===== src/rtl/manchester_decoder_n.sv =====
// Manchester decoder ("01"=1, "10"=0) with lock tracking, MSB-first word assembly and an
// AXI-Stream output FIFO. WORD_W is expected to be >= (MAX_IN+1)/2 so at most one word completes per cycle.
module manchester_decoder_n #(
    parameter int MAX_IN     = 4,
    parameter int WORD_W     = 8,
    parameter int FIFO_DEPTH = 4,
    parameter int LOCK_CNT   = 4
) (
    input  logic                        aclk,
    input  logic                        aresetn,
    input  logic [MAX_IN-1:0]           in_bits,
    input  logic [$clog2(MAX_IN+1)-1:0] in_num,
    input  logic                        in_valid,
    output logic [WORD_W-1:0]           m_tdata,
    output logic                        m_tvalid,
    input  logic                        m_tready,
    output logic                        locked,
    output logic                        sync_lost,
    output logic [15:0]                 err_count,
    output logic                        overflow
);
    localparam int NUM_W  = $clog2(MAX_IN + 1);
    localparam int SEQ_N  = MAX_IN + 1;
    localparam int BCNT_W = $clog2(WORD_W + 1);
    localparam int LCNT_W = $clog2(LOCK_CNT + 1);
    localparam int PTR_W  = (FIFO_DEPTH > 1) ? $clog2(FIFO_DEPTH) : 1;
    localparam int CNT_W  = $clog2(FIFO_DEPTH + 1);

    typedef enum logic [0:0] {
        ST_HUNT   = 1'b0,
        ST_LOCKED = 1'b1
    } state_t;

    state_t              state_q, state_d;
    logic                carry_q, carry_d;
    logic                carry_flag_q, carry_flag_d;
    logic [LCNT_W-1:0]   lcnt_q, lcnt_d;
    logic [WORD_W-1:0]   word_q, word_d;
    logic [BCNT_W-1:0]   bcnt_q, bcnt_d;
    logic [15:0]         err_q, err_d;
    logic                sync_lost_q, sync_lost_d;
    logic                overflow_q, overflow_d;
    logic                locked_q;

    logic [WORD_W-1:0]   mem_q [FIFO_DEPTH];
    logic [PTR_W-1:0]    wr_ptr_q, wr_ptr_d;
    logic [PTR_W-1:0]    rd_ptr_q, rd_ptr_d;
    logic [CNT_W-1:0]    count_q, count_d;
    logic                tvalid_q;
    logic [WORD_W-1:0]   tdata_q, head_d;

    logic [NUM_W-1:0]    num_s;
    logic                active_s;
    logic [MAX_IN-1:0]   aligned_s;
    logic [SEQ_N-1:0]    seq_s;
    int                  seq_len_s;
    logic [SEQ_N-1:0]    work_s;
    int                  rem_s;
    logic                dead_s;
    logic                bit_s;
    logic                push_s;
    logic [WORD_W-1:0]   push_word_s;
    logic                pop_s;
    logic                full_s;
    logic                push_ok_s;
    logic [CNT_W-1:0]    left_s;

    // Working sequence with the oldest sample in the MSB; the carried half-bit leads when present
    always_comb begin
        num_s     = (in_num > NUM_W'(MAX_IN)) ? NUM_W'(MAX_IN) : in_num;
        active_s  = in_valid && (num_s != {NUM_W{1'b0}});
        aligned_s = in_bits << (NUM_W'(MAX_IN) - num_s);
        if (carry_flag_q) begin
            seq_s     = {carry_q, aligned_s};
            seq_len_s = int'(num_s) + 1;
        end else begin
            seq_s     = {aligned_s, 1'b0};
            seq_len_s = int'(num_s);
        end
    end

    // Pair scan: decode, slip handling, lock tracking and word assembly
    always_comb begin
        state_d      = state_q;
        carry_d      = carry_q;
        carry_flag_d = carry_flag_q;
        lcnt_d       = lcnt_q;
        word_d       = word_q;
        bcnt_d       = bcnt_q;
        err_d        = err_q;
        sync_lost_d  = 1'b0;
        push_s       = 1'b0;
        push_word_s  = {WORD_W{1'b0}};
        dead_s       = 1'b0;
        bit_s        = 1'b0;
        work_s       = seq_s;
        rem_s        = seq_len_s;
        if (active_s) begin
            carry_flag_d = 1'b0;
            carry_d      = 1'b0;
            for (int k = 0; k < SEQ_N; k++) begin
                if (rem_s >= 2) begin
                    if (work_s[SEQ_N-1] != work_s[SEQ_N-2]) begin
                        bit_s = work_s[SEQ_N-2];
                        if (dead_s) begin
                            bit_s = 1'b0;
                        end else if (state_d == ST_LOCKED) begin
                            word_d = {word_d[WORD_W-2:0], bit_s};
                            bcnt_d = bcnt_d + BCNT_W'(1);
                            if (bcnt_d == BCNT_W'(WORD_W)) begin
                                push_s      = 1'b1;
                                push_word_s = word_d;
                                bcnt_d      = {BCNT_W{1'b0}};
                            end else begin
                                push_s = push_s;
                            end
                        end else if (lcnt_d == LCNT_W'(LOCK_CNT - 1)) begin
                            state_d = ST_LOCKED;
                            lcnt_d  = {LCNT_W{1'b0}};
                            word_d  = {WORD_W{1'b0}};
                            bcnt_d  = {BCNT_W{1'b0}};
                        end else begin
                            lcnt_d = lcnt_d + LCNT_W'(1);
                        end
                        work_s = work_s << 2'd2;
                        rem_s  = rem_s - 2;
                    end else begin
                        // Once sync is lost, the rest of the cycle only keeps sample alignment
                        if (dead_s) begin
                            dead_s = 1'b1;
                        end else if (state_d == ST_LOCKED) begin
                            state_d     = ST_HUNT;
                            dead_s      = 1'b1;
                            sync_lost_d = 1'b1;
                            word_d      = {WORD_W{1'b0}};
                            bcnt_d      = {BCNT_W{1'b0}};
                            lcnt_d      = {LCNT_W{1'b0}};
                            if (err_d != 16'hFFFF) begin
                                err_d = err_d + 16'd1;
                            end else begin
                                err_d = err_d;
                            end
                        end else begin
                            lcnt_d = {LCNT_W{1'b0}};
                        end
                        work_s = work_s << 1'b1;
                        rem_s  = rem_s - 1;
                    end
                end else if (rem_s == 1) begin
                    carry_d      = work_s[SEQ_N-1];
                    carry_flag_d = 1'b1;
                    rem_s        = 0;
                end else begin
                    rem_s = 0;
                end
            end
        end else begin
            dead_s = 1'b0;
        end
    end

    // FIFO pointer/count update and the value presented at the head after this edge
    always_comb begin
        pop_s      = tvalid_q & m_tready;
        full_s     = (count_q == CNT_W'(FIFO_DEPTH));
        push_ok_s  = push_s & (~full_s | pop_s);
        overflow_d = overflow_q | (push_s & ~push_ok_s);
        if (push_ok_s) begin
            wr_ptr_d = wr_ptr_q + PTR_W'(1);
        end else begin
            wr_ptr_d = wr_ptr_q;
        end
        if (pop_s) begin
            rd_ptr_d = rd_ptr_q + PTR_W'(1);
            left_s   = count_q - CNT_W'(1);
        end else begin
            rd_ptr_d = rd_ptr_q;
            left_s   = count_q;
        end
        if (push_ok_s) begin
            count_d = left_s + CNT_W'(1);
        end else begin
            count_d = left_s;
        end
        if (left_s != {CNT_W{1'b0}}) begin
            head_d = mem_q[rd_ptr_d];
        end else if (push_ok_s) begin
            head_d = push_word_s;
        end else begin
            head_d = tdata_q;
        end
    end

    // Decoder state, FIFO storage and registered outputs
    always_ff @(posedge aclk) begin
        if (!aresetn) begin
            state_q      <= ST_HUNT;
            carry_q      <= 1'b0;
            carry_flag_q <= 1'b0;
            lcnt_q       <= {LCNT_W{1'b0}};
            word_q       <= {WORD_W{1'b0}};
            bcnt_q       <= {BCNT_W{1'b0}};
            err_q        <= 16'h0000;
            sync_lost_q  <= 1'b0;
            overflow_q   <= 1'b0;
            locked_q     <= 1'b0;
            mem_q        <= '{default: {WORD_W{1'b0}}};
            wr_ptr_q     <= {PTR_W{1'b0}};
            rd_ptr_q     <= {PTR_W{1'b0}};
            count_q      <= {CNT_W{1'b0}};
            tvalid_q     <= 1'b0;
            tdata_q      <= {WORD_W{1'b0}};
        end else begin
            state_q      <= state_d;
            carry_q      <= carry_d;
            carry_flag_q <= carry_flag_d;
            lcnt_q       <= lcnt_d;
            word_q       <= word_d;
            bcnt_q       <= bcnt_d;
            err_q        <= err_d;
            sync_lost_q  <= sync_lost_d;
            overflow_q   <= overflow_d;
            locked_q     <= (state_d == ST_LOCKED);
            if (push_ok_s) begin
                mem_q[wr_ptr_q] <= push_word_s;
            end
            wr_ptr_q     <= wr_ptr_d;
            rd_ptr_q     <= rd_ptr_d;
            count_q      <= count_d;
            tvalid_q     <= (count_d != {CNT_W{1'b0}});
            tdata_q      <= head_d;
        end
    end

    assign m_tdata   = tdata_q;
    assign m_tvalid  = tvalid_q;
    assign locked    = locked_q;
    assign sync_lost = sync_lost_q;
    assign err_count = err_q;
    assign overflow  = overflow_q;

endmodule


===== config.mk =====
export PLATFORM = sky130hd
export DESIGN_NAME = manchester_decoder_n
export DESIGN_NICKNAME = d
export VERILOG_FILES = /design/src/rtl/manchester_decoder_n.sv
export SDC_FILE = /design/constraint.sdc
export NUM_CORES = 1
export LEC_CHECK = 0
export CAP_MARGIN = 15
export CORE_MARGIN = 1
export CORE_UTILIZATION = 39
export CTS_BUF_LIST = sky130_fd_sc_hd__clkbuf_4
export CTS_CLUSTER_DIAMETER = 100
export CTS_CLUSTER_SIZE = 10
export DETAILED_ROUTE_END_ITERATION = 8
export PLACE_DENSITY = 0.62
export SLEW_MARGIN = 20
export SYNTH_ARGS = -nofsm -noshare
export SYNTH_HDL_FRONTEND = slang
export SYNTH_SLANG_ARGS = --single-unit

===== constraint.sdc =====
create_clock -name aclk -period 13.33 [get_ports aclk]
set_input_delay 1.333 -clock aclk [delete_from_list [all_inputs] [get_ports aclk]]
set_output_delay 1.333 -clock aclk [all_outputs]
set_load 0.005 [all_outputs]

==> impl_results.rst <==
.. list-table::
   :header-rows: 1

   * - Metric
     - Value
   * - Top Ports
     - 39
   * - Type of element launching the critical path
     - primary input
   * - Slowest CP cell
     - sky130_fd_sc_hd__clkdlybuf4s50_1
   * - Effective utilization at floorplan
     - 0.396
   * - Worst-case register-to-register setup slack
     - 2.73 ns
   * - Pin count of the biggest net entering global routing
     - 53
   * - Post-Synthesis Cells
     - 1660
   * - Die outline area
     - 0.0307 mm^2
   * - Max frequency
     - 0.0850 GHz
   * - Startpoint of the worst setup timing path
     - in_num[2]
   * - Die outline width
     - 175 um
   * - Via-per-instance ratio
     - 6.51
   * - Most common flop cell mapped by yosys
     - sky130_fd_sc_hd__dfxtp_1
   * - Number of nets with antenna violations after routing
     - 0
   * - Power per Cell Area
     - 130 mW/mm^2
   * - Worst Path Required
     - 13.67 ns
   * - CP Data Arrival Time
     - 12.10 ns
   * - Time the worst path needs with I/O delays and setup
     - 11.76 ns
   * - Routed vias
     - 13300
   * - Distinct cell type count of the synthesized netlist
     - 116
   * - Number of hold-repair buffers added at the cts stage
     - 0
   * - Number of cells on the worst reg-to-reg path
     - 35
   * - Number of hold violations in the final report
     - 0
   * - Maximum count of clock buffers along a single path
     - 2
   * - R2r startpoint
     - carry_flag_q
   * - Iteration-0 DRC Markers
     - 1357
   * - Share of cells above drive strength 1
     - 0.0810
   * - Number of buffers and inverters on the critical path
     - 6
   * - Compound-gate portion of the synthesized area
     - 0.348
   * - Capture point of the worst path
     - err_count[14]
   * - Port-buffer cells
     - 38
   * - Routed wire length per instance
     - 19.8 um
   * - Delay-heaviest family, CP
     - simple AND/OR/NAND/NOR gates
   * - Setup violations, final
     - 0
   * - Aggregate negative setup slack
     - 0 ns
   * - Num rows
     - 63
   * - Layout-stage area growth over the synthesis result
     - 7.19%
   * - Antenna diode count
     - 0
   * - Adder-cell area share of the yosys netlist
     - 0.0598
   * - Routability-driven placement congestion ratio
     - 0.957
   * - Final clock skew
     - 0.0229 ns
   * - Post-synthesis async set-or-reset flop share
     - 0
   * - Maximum level of the CTS H-tree
     - 3
   * - Count of maximum capacitance violations
     - 0
   * - Count of flip-flops with a built-in enable after synthesis
     - 0
   * - Clock latency on the worst-skew pair
     - 0.46 ns
   * - CP max FO
     - 19
   * - Setup repair after global routing missed its margin
     - false
   * - Buffer type at the clock tree root
     - sky130_fd_sc_hd__clkbuf_4
   * - IR Drop Worst-Case VDD
     - 0.0000595 V
   * - Netlist area before placement
     - 0.0117 mm^2
   * - Synth warn
     - 0
   * - Run status
     - finished with violations
   * - CTS tree
     - yes
   * - Inserted Clock Buffers
     - 9
   * - Top library cells by usage in the layout, fill and taps aside
     - 171 x sky130_fd_sc_hd__nand2_1, 156 x sky130_fd_sc_hd__nor2_1, 119 x sky130_fd_sc_hd__o21ai_0
   * - Worst setup EP type
     - flip-flop
   * - Finished layout cell area
     - 0.0126 mm^2
   * - Max-slew headroom
     - 0.279
   * - Total GRT Usage
     - 0.258
   * - P_leak
     - 4.51 nW
   * - Global-route congestion overflow total
     - 0
   * - Critical path class
     - in -> reg
   * - Transition time at the pin with the least slew margin
     - 1.08 ns
   * - CP most frequent cell
     - sky130_fd_sc_hd__ha_1
   * - Hold crit path type
     - reg -> reg
   * - Iteration count of the initial detailed-routing pass
     - 9
   * - Largest stage delay, worst path
     - 0.73 ns
   * - Post-CTS clock slew at the launch and capture registers of the worst setup and hold paths
     - 0.15 ns
   * - Largest family of logic cells by synthesized area
     - compound AO/OA/AOI/OAI gates
   * - Wire length of the first global-routing pass
     - 64400 um
   * - Net Count, Synth
     - 1727
   * - Endpoint of the worst register-to-register path
     - err_count[14]
   * - Multiplexer share of the synthesized area
     - 0.0603
   * - Total number of clock tree sinks
     - 83
   * - Share of the synthesized netlist area taken by xor and xnor gates
     - 0.0387
   * - Basic-gate share of the synthesized area counting and, or, nand and nor cells
     - 0.300
   * - Levels on crit path
     - 39
   * - Number of flip-flops and latches in the synthesized netlist
     - 83
   * - Chip Height
     - 175 um
   * - Final worst-path cycle share
     - 0.882
   * - Routed wire length
     - 40500 um
   * - Sequential area share after synthesis
     - 0.142
   * - Most common library cell in the layout ignoring fill and taps
     - sky130_fd_sc_hd__nand2_1
   * - Mean area per synthesized cell
     - 7.06 um^2
   * - Max-slew violation count
     - 0
   * - Number of global-route vias before repair
     - 12100
   * - CTS-repair resized insts
     - 0
   * - Floorplan Core Area
     - 0.0296 mm^2
   * - Violated checks
     - design-rule violations
   * - Number of nets in the final layout
     - 1716
   * - Number of remaining DRC errors
     - 4
   * - Post-placement cell area
     - 0.0124 mm^2
   * - Estimated wirelength of the detail-placed design
     - 31200 um
   * - Setup fix buffers added after clock tree synthesis
     - 0
   * - Initial antenna violation count
     - 0
[synth_stat cells, types with 10 or more instances]
library cell | instances | area (um^2)
sky130_fd_sc_hd__o221ai_1 | 12 | 105
sky130_fd_sc_hd__o211ai_1 | 23 | 173
sky130_fd_sc_hd__o21ai_0 | 119 | 596
sky130_fd_sc_hd__and2_1 | 24 | 150
sky130_fd_sc_hd__and4_1 | 10 | 87.6
sky130_fd_sc_hd__nand2b_1 | 16 | 100
sky130_fd_sc_hd__o2111ai_1 | 12 | 105
sky130_fd_sc_hd__a21oi_1 | 110 | 551
sky130_fd_sc_hd__dfxtp_1 | 83 | 1660
sky130_fd_sc_hd__nor2b_1 | 17 | 106
sky130_fd_sc_hd__a21o_1 | 14 | 105
sky130_fd_sc_hd__xor2_1 | 18 | 158
sky130_fd_sc_hd__mux2i_1 | 38 | 380
sky130_fd_sc_hd__a22o_1 | 10 | 87.6
sky130_fd_sc_hd__o31ai_1 | 18 | 135
sky130_fd_sc_hd__nor2_1 | 156 | 586
sky130_fd_sc_hd__a221oi_1 | 11 | 96.3
sky130_fd_sc_hd__clkbuf_1 | 62 | 233
sky130_fd_sc_hd__mux2_2 | 11 | 124
sky130_fd_sc_hd__buf_2 | 16 | 80.1
sky130_fd_sc_hd__or2_2 | 12 | 75.1
sky130_fd_sc_hd__o22ai_1 | 13 | 81.3
sky130_fd_sc_hd__xnor2_1 | 30 | 263
sky130_fd_sc_hd__nor4_1 | 19 | 119
sky130_fd_sc_hd__nor3_1 | 46 | 230
sky130_fd_sc_hd__a221o_1 | 16 | 160
sky130_fd_sc_hd__a31oi_1 | 40 | 250
sky130_fd_sc_hd__nand2_1 | 171 | 642
sky130_fd_sc_hd__or4_1 | 11 | 82.6
sky130_fd_sc_hd__a211oi_1 | 24 | 180
sky130_fd_sc_hd__nand3b_1 | 15 | 113
sky130_fd_sc_hd__or3_1 | 16 | 100
sky130_fd_sc_hd__nand4_1 | 24 | 150
sky130_fd_sc_hd__and3_1 | 19 | 119
sky130_fd_sc_hd__nand3_1 | 99 | 495
sky130_fd_sc_hd__a22oi_1 | 20 | 150
sky130_fd_sc_hd__ha_1 | 56 | 701
sky130_fd_sc_hd__inv_1 | 56 | 210
[report_power, final]
| part | internal (mW) | switching, mW | total, mW |
|---|---|---|---|
| sequential | 0.259 | 0.0194 | 0.279 |
| combinational | 0.416 | 0.801 | 1.22 |
| clock | 0.0401 | 0.0976 | 0.138 |
[stage by stage]
step,hold slack [ns],setup slack [ns],util,total power [mW],cells
floorplan,0.438,2.69,-,1.18,1660
global placement,0.449,1.37,0.421,1.46,2028
detailed placement,0.456,1.25,0.421,1.47,2028
CTS,0.484,1.73,0.425,1.61,2044
global route,0.500,0.782,0.425,1.78,2044
finish,0.481,1.57,0.425,1.63,2044
[worst reg2reg max path: cells and delay by family (launching register included)]
family / cells / cell delay, ns
muxes: 2 / 0.65
buffers and inverters: 5 / 0.92
xor gates and xnor gates: 3 / 0.50
and+or+nand+nor: 8 / 2.78
AOI/OAI and AO/OA: 12 / 3.49
DFF: 1 / 0.83
adders and majority gates: 5 / 1.32
[metal layers]
layer  GRT usage  vias up  part of all wire
met5           0        -                 0
met4       0.122        0             0.047
met3      0.0232      120             0.056
met2       0.432      530              0.46
met1       0.334     6278              0.44
li1            -     6370                 -
[worst min-delay path by stage]
stage               startpoint         to  slack, ns  cells past startpoint
floorplan            mem_q[16]  mem_q[16]       0.44                      2
global placement     mem_q[27]  mem_q[27]       0.45                      2
detailed placement   mem_q[30]  mem_q[30]       0.46                      2
CTS                  mem_q[30]  mem_q[30]       0.48                      2
global route         mem_q[18]  mem_q[18]       0.50                      2
finish               mem_q[30]  mem_q[30]       0.48                      2
[layout make-up]
type,count,area [um^2]
multi-input cells,1431,9490
fillers,3101,17000
inverters,59,221
repair buffers,65,578
clock buffers,9,67.6
clock inverters,7,51.3
well taps,390,488
flip-flops and latches,83,1660
[registers in the layout (all words and copies together) (netlist names)]
register      flops
bcnt_q            4
carry_flag_q      1
carry_q           1
count_q           3
err_count        16
lcnt_q            3
locked            1
m_tdata           8
m_tvalid          1
mem_q            32
overflow          1
rd_ptr_q          2
sync_lost         1
word_q            7
wr_ptr_q          2
[cells by family after synthesis]
logic type	after synthesis
multiplexers	59
flip-flops	83
buffers and inverters	146
other	1
XOR/XNOR	50
AND/OR/NAND/NOR	688
AO/OA/AOI/OAI	577
adder cells (fa/ha/maj)	56
Note: power is estimated with default switching activity, not from simulation.
